File: config.mk
export PLATFORM = sky130hd
export DESIGN_NAME = error_magnitude
export DESIGN_NICKNAME = d
export VERILOG_FILES = /design/src/rtl/rs_gf_pkg.sv /design/src/rtl/gf_inv_step.sv /design/src/rtl/error_magnitude.sv
export SDC_FILE = /design/constraint.sdc
export NUM_CORES = 2
export LEC_CHECK = 0
export CORE_MARGIN = 3
export CORE_UTILIZATION = 60
export DETAILED_ROUTE_END_ITERATION = 10
export DONT_BUFFER_PORTS = 1
export GPL_TIMING_DRIVEN = 0
export PLACE_DENSITY = 0.76
export SETUP_SLACK_MARGIN = 0.4
export SKIP_CTS_REPAIR_TIMING = 1
export SLEW_MARGIN = 10
export SYNTH_ARGS = -nofsm -noshare
export SYNTH_HDL_FRONTEND = slang
export SYNTH_SLANG_ARGS = --single-unit
File: constraint.sdc
create_clock -name Clk -period 6 [get_ports Clk]
set_clock_uncertainty 0.1 [all_clocks]
set_input_delay 1.2 -clock Clk [delete_from_list [all_inputs] [get_ports Clk]]
set_output_delay 1.2 -clock Clk [all_outputs]
set_load 0.005 [all_outputs]
File: src/rtl/rs_gf_pkg.sv
// Shared GF(2^8) constants, multiplier and FSM state type for the RS(204,188) error-magnitude stage.
package rs_gf_pkg;

    localparam int unsigned GF_W    = 8;
    localparam int unsigned T       = 8;
    localparam int unsigned CNT_W   = 4;
    localparam logic [GF_W-1:0] GF_POLY = 8'h1D;
    localparam logic [GF_W-1:0] INV_EXP = 8'd254;

    typedef enum logic [2:0] {
        IDLE,
        LOAD,
        INV,
        EVAL,
        PROD,
        DINV,
        OUT,
        DONE
    } em_state_t;

    // Shift-and-add multiply, reducing by x^8+x^4+x^3+x^2+1 as the multiplicand overflows.
    function automatic logic [GF_W-1:0] gf_mul(input logic [GF_W-1:0] a, input logic [GF_W-1:0] b);
        logic [GF_W-1:0] p;
        logic [GF_W-1:0] aa;
        p  = '0;
        aa = a;
        for (int i = 0; i < int'(GF_W); i++) begin
            if (b[i]) p = p ^ aa;
            aa = aa[GF_W-1] ? ({aa[GF_W-2:0], 1'b0} ^ GF_POLY) : {aa[GF_W-2:0], 1'b0};
        end
        return p;
    endfunction

endpackage

File: src/rtl/gf_inv_step.sv
// One MSB-first square-and-multiply step used to build x^254 (the field inverse).
module gf_inv_step
    import rs_gf_pkg::*;
(
    input  logic [GF_W-1:0] r,
    input  logic [GF_W-1:0] x,
    input  logic            bit_sel,
    output logic [GF_W-1:0] r_next_c
);

    logic [GF_W-1:0] sq;

    // r_next = bit ? r^2 * x : r^2
    always_comb begin
        sq       = gf_mul(r, r);
        r_next_c = bit_sel ? gf_mul(sq, x) : sq;
    end

endmodule

File: src/rtl/error_magnitude.sv
// Eight-lane error magnitude evaluator: e_j = Z(X_j^-1) / prod_{i!=j}(1 + X_i X_j^-1).
module error_magnitude
    import rs_gf_pkg::*;
(
    input  logic            Clk,
    input  logic            Rst,
    input  logic            start,
    input  logic [GF_W-1:0] el1, el2, el3, el4, el5, el6, el7, el8,
    input  logic [GF_W-1:0] zed1, zed2, zed3, zed4, zed5, zed6, zed7, zed8,
    output logic [GF_W-1:0] em1, em2, em3, em4, em5, em6, em7, em8
);

    em_state_t        state_q, state_d;
    logic [CNT_W-1:0] cnt_q;
    logic             last_step;
    logic             phase_act;
    logic             dinv_phase;
    logic             step_bit;
    logic [2:0]       horner_k;
    logic [2:0]       prod_i;
    logic [GF_W-1:0]  zk;
    logic [GF_W-1:0]  prod_el;

    logic [GF_W-1:0]  el_in   [T];
    logic [GF_W-1:0]  zed_in  [T];
    logic [GF_W-1:0]  el_q    [T];
    logic [GF_W-1:0]  zed_q   [T];
    logic [GF_W-1:0]  xinv_q  [T];
    logic [GF_W-1:0]  num_q   [T];
    logic [GF_W-1:0]  den_q   [T];
    logic [GF_W-1:0]  deninv_q[T];
    logic [GF_W-1:0]  em_q    [T];
    logic [GF_W-1:0]  step_r  [T];

    assign el_in  = '{el1, el2, el3, el4, el5, el6, el7, el8};
    assign zed_in = '{zed1, zed2, zed3, zed4, zed5, zed6, zed7, zed8};

    assign em1 = em_q[0];
    assign em2 = em_q[1];
    assign em3 = em_q[2];
    assign em4 = em_q[3];
    assign em5 = em_q[4];
    assign em6 = em_q[5];
    assign em7 = em_q[6];
    assign em8 = em_q[7];

    // Per-step controls shared by all lanes: exponent bit, Horner coefficient, product locator.
    always_comb begin
        last_step  = (cnt_q == CNT_W'(7));
        phase_act  = (state_q == INV) || (state_q == EVAL) || (state_q == PROD) || (state_q == DINV);
        dinv_phase = (state_q == DINV);
        step_bit   = INV_EXP[~cnt_q[2:0]];
        horner_k   = ~cnt_q[2:0];
        zk         = (horner_k == 3'd0) ? GF_W'(1) : zed_q[3'(horner_k - 3'd1)];
        prod_i     = cnt_q[2:0];
        prod_el    = el_q[prod_i];
    end

    // State register.
    always_ff @(posedge Clk) begin
        if (Rst) state_q <= IDLE;
        else     state_q <= state_d;
    end

    // Next-state logic; each iterative phase lasts eight counter steps.
    always_comb begin
        state_d = state_q;
        case (state_q)
            IDLE:    if (start) state_d = LOAD;
            LOAD:    state_d = INV;
            INV:     if (last_step) state_d = EVAL;
            EVAL:    if (last_step) state_d = PROD;
            PROD:    if (last_step) state_d = DINV;
            DINV:    if (last_step) state_d = OUT;
            OUT:     state_d = DONE;
            DONE:    if (!start) state_d = IDLE;
            default: state_d = IDLE;
        endcase
    end

    // Step counter shared by INV, EVAL, PROD and DINV.
    always_ff @(posedge Clk) begin
        if (Rst)            cnt_q <= '0;
        else if (phase_act) cnt_q <= last_step ? '0 : CNT_W'(cnt_q + CNT_W'(1));
        else                cnt_q <= '0;
    end

    // Square-and-multiply unit per lane, fed by X_j during INV and by den_j during DINV.
    for (genvar j = 0; j < int'(T); j++) begin : g_lane
        gf_inv_step u_step (
            .r        (dinv_phase ? deninv_q[j] : xinv_q[j]),
            .x        (dinv_phase ? den_q[j]    : el_q[j]),
            .bit_sel  (step_bit),
            .r_next_c (step_r[j])
        );
    end

    // Lane datapath: latch inputs, invert locator, Horner-evaluate Z, build and invert denominator, output.
    always_ff @(posedge Clk) begin
        if (Rst) begin
            for (int j = 0; j < int'(T); j++) begin
                el_q[j]     <= '0;
                zed_q[j]    <= '0;
                xinv_q[j]   <= '0;
                num_q[j]    <= '0;
                den_q[j]    <= '0;
                deninv_q[j] <= '0;
                em_q[j]     <= '0;
            end
        end else begin
            for (int j = 0; j < int'(T); j++) begin
                case (state_q)
                    LOAD: begin
                        el_q[j]     <= el_in[j];
                        zed_q[j]    <= zed_in[j];
                        xinv_q[j]   <= GF_W'(1);
                        num_q[j]    <= zed_in[T-1];
                        den_q[j]    <= GF_W'(1);
                        deninv_q[j] <= GF_W'(1);
                    end
                    INV:  xinv_q[j] <= step_r[j];
                    EVAL: num_q[j]  <= gf_mul(num_q[j], xinv_q[j]) ^ zk;
                    PROD: begin
                        if ((prod_i != 3'(j)) && (prod_el != '0))
                            den_q[j] <= gf_mul(den_q[j], GF_W'(1) ^ gf_mul(prod_el, xinv_q[j]));
                    end
                    DINV: deninv_q[j] <= step_r[j];
                    OUT:  em_q[j] <= (el_q[j] != '0) ? gf_mul(num_q[j], deninv_q[j]) : '0;
                    default: ;
                endcase
            end
        end
    end

endmodule

==> results.md <==
- Most frequent cells after synthesis: xnor2_1 (2,290), nand2_1 (1,932), nor2_1 (972)
- Cell with the most instances after synthesis: xnor2_1
- XOR/XNOR share of the synthesized area: 38.33%
- Fmax achieved: 171.8 MHz
- Final #Nets: 10,000
- CTS sink count: 455
- Post-synth top area cell: xnor2_1
- Number of global-route vias before repair: 66,080
- Dpl hpwl: 230.7 mm
- Num rows: 127
- Final Hold Fails: 0
- DRC Markers: 0
- Final Max Slew Viols: 0
- CP required: 6.29 ns
- WHS: 0.4448 ns
- Synth cell types: 98
- Die width: 354.9 um
- CTS Buf Count: 58
- Critical Path, Cell by Cell: and3b_1 -> buf_6 -> buf_12 -> buf_16 -> buf_16 -> buf_16 -> buf_16 -> buf_6 -> buf_8 -> buf_6 -> buf_4 -> buf_4 -> buf_6 -> buf_4 -> nand2b_1 -> buf_1 -> clkbuf_1 -> nor2_1
- Fraction of registers with async set/reset: 0%
- CP delay by family, top: buffers and inverters
- CP max FO: 10
- Final setup violating endpoints: 0
- Adder-cell share of the synthesized area: 0.4969%
- CTS tree: yes
- Fillers: 10,140
- Max clock buf depth: 3
- Hold path endpoint: cnt_q[3]
- Crit path capture type: flip-flop
- CP bufs+invs: 15
- Via count: 73,220
- CP Launch Type: flip-flop
- R2R setup slack: 0.18 ns
- Unrepaired setup endpoints after global routing: true
- Grt ovf: 0
- Highest Signal Layer: met5
- Seq/Total Area, Yosys: 18.61%
- Pre-CTS setup slack: -1.924 ns
- EDFF count, synth: 448
- Slowest stage delay, CP: 1.07 ns
- Worst hold path class: flip-flop to flip-flop
- Post-route minimum period: 5.820 ns
- Clock transition at the registers of the reported paths: 0.06 ns
- Antenna Nets Post-Route: 0
- Ys Warns: 0
- Final std cells w/o fill: 11,530
- First-pass iteration count of the detailed router: 8
- Top post-synthesis cells by area: xnor2_1 (27%), edfxtp_1 (18%), nand2_1 (9.9%)
- Htree depth: 2
- Vias/cell: 6.353
- Tcrit/Tclk final: 97.01%
- Dpl cells: 11,220
- Starting density of the core: 60.71%
- Final WL: 308.9 mm
- FF+latch count, synth: 455
- Worst R2R Path Depth: 18
- Tot GR Track Use: 46.20%
- Area Overhead vs Synth: 12.98%
- Cell area after synthesis: 73,020 um^2
- I/O pin count: 195
- Arrival time of the worst setup path: 6.11 ns
- Util after Layout: 68.59%
- Initial antenna violation count: 19
- Met1 Wirelength: 113.4 mm
- Tightest Pin Transition: 1.470 ns
- Syn nets: 9,742
- Combinational family with the most area after synthesis: XOR/XNOR gates
- Slew headroom: 2.031%
- Core area: 120,300 um^2
- WL met3: 47.39 mm
- DIE AREA: 125,900 um^2
- Synth top area share: 27.47%
- Synth Area in Simple Gates: 20.35%
- CTS root buf: clkbuf_16
- Worst-Skew Late Latency: 0.72 ns
- I/O Buffers: 0
- Wire length on met2: 124.3 mm
- Avg WL per Cell: 26.80 um
- Share of cells above drive strength 1: 10.42%
- Largest net degree at the start of global routing: 66
- Multiplexer area fraction after synthesis: 6.679%
- Syn_area_per_cell: 7.621 um^2
- Setup slack after layout: 0.1797 ns
- Status: completed
- Synth Area in Compound Gates: 10.86%
- RD Place Congestion: 1.076
- RR Startpoint: state_q[1]
- Reg-to-reg endpoint: deninv_q[0][1]
- Hold path cells: 2
- Setup Crit Path Kind: flip-flop to flip-flop
- Post-Syn Instances: 9,582
- DRT iter0 DRCs: 10,740
- MaxCap Viol Count: 0
- Top FF cell, synth: edfxtp_1
- Die Span Y: 354.9 um
- Min-delay src: cnt_q[3]
- Crit path max-delay cell type: clkbuf_1
- First-pass GRT wire length: 437.7 mm
cells in the final DEF (no fill, tap or decap), drive strengths merged, types with 29 or more instances in the layout:
| cell type | Yosys | layout |
|---|---|---|
| mux4 | 49 | 49 |
| nor3 | 101 | 101 |
| and2 | 32 | 32 |
| o211ai | 56 | 56 |
| inv | 101 | 114 |
| edfxtp | 448 | 448 |
| xnor2 | 2316 | 2316 |
| xnor3 | 93 | 93 |
| o21ai | 455 | 455 |
| ha | 29 | 29 |
| buf | 186 | 355 |
| nand2 | 1932 | 1932 |
| a22oi | 137 | 137 |
| o22ai | 44 | 44 |
| nor2b | 99 | 99 |
| nand2b | 92 | 92 |
| xor2 | 600 | 600 |
| nor2 | 972 | 972 |
| a31oi | 29 | 29 |
| clkinv | 9 | 29 |
| clkbuf | 551 | 646 |
| and3 | 123 | 123 |
| mux2i | 269 | 269 |
| a211oi | 49 | 49 |
| nand3 | 77 | 77 |
| a21oi | 301 | 301 |
| mux2 | 75 | 75 |
sequential cells by signal, summed over array words and instances (netlist names):
| signal | flops |
|---|---|
| deninv_q | 64 |
| em_q | 64 |
| num_q | 64 |
| state_q | 3 |
| den_q | 64 |
| zed_q | 64 |
| el_q | 64 |
| xinv_q | 64 |
| cnt_q | 4 |
area by class of cell:
class	count	area, um^2	area share [%]
Inverter	110	426.7	0.5171
Buffer	737	3442	4.172
Tap cell	1612	2017	2.445
Timing Repair Buffer	200	1958	2.373
Clock inverter	43	493.0	0.5975
Antenna cell	25	62.56	0.07583
Clock buffer	64	1474	1.786
Sequential cell	455	13600	16.49
Multi-Input combinational cell	8280	59030	71.54
through the flow:
step | instance area (um^2) | TNS (ns)
2_1_floorplan | 73020 | 0
3_3_place_gp | 75040 | -676.52
3_5_place_dp | 75710 | -236.61
4_1_cts | 77680 | -241.72
5_1_grt | 82450 | 0
6_report | 82500 | 0
worst register-to-register path, stage by stage, from the launching register on:
cell and delay, ns:
dfxtp_4 0.40, and3b_1 0.20, buf_6 0.13, buf_12 0.14, buf_16 0.16, buf_16 0.17, buf_16 0.17, buf_16 0.15
buf_6 0.19, buf_8 0.28, buf_6 0.21, buf_4 0.26, buf_4 0.25, buf_6 0.21, buf_4 0.24, nand2b_1 0.11
buf_1 0.92, clkbuf_1 1.07, nor2_1 0.14
cell families (layout without fill, tap and decap cells):
family          count (synthesis)  after routing
compound gates               1290           1290
buf+inv                       847           1154
other cells                     0             25
fa+ha+maj                      29             29
xor+xnor                     3011           3011
mux                           393            393
flops                         455            455
simple gates                 3557           3557
how the worst max path moves through the flow:
stage / from / endpoint / slack [ns] / cells after the start
4_1_cts: state_q[1] / deninv_q[1][5] / -1.91 / 19
6_report: state_q[1] / deninv_q[0][1] / 0.18 / 18
3_5_place_dp: state_q[1] / deninv_q[1][5] / -1.92 / 19
3_3_place_gp: cnt_q[1] / num_q[1][0] / -1.98 / 11
5_1_grt: cnt_q[0] / den_q[0][4] / 0.19 / 20
2_1_floorplan: state_q[1] / xinv_q[0][27] / 0.52 / 21
layer usage:
| metal | GRT usage [%] | up-vias |
|---|---|---|
| met5 | 1.269 | - |
| met4 | 29.68 | 24 |
| met3 | 16.03 | 1169 |
| met2 | 65.71 | 5451 |
| met1 | 59.30 | 34480 |
| li1 | - | 32100 |
Power is left out: the tool's default activity adds up to more than one toggle a clock period on the data nets, which glitch-free logic cannot reach.
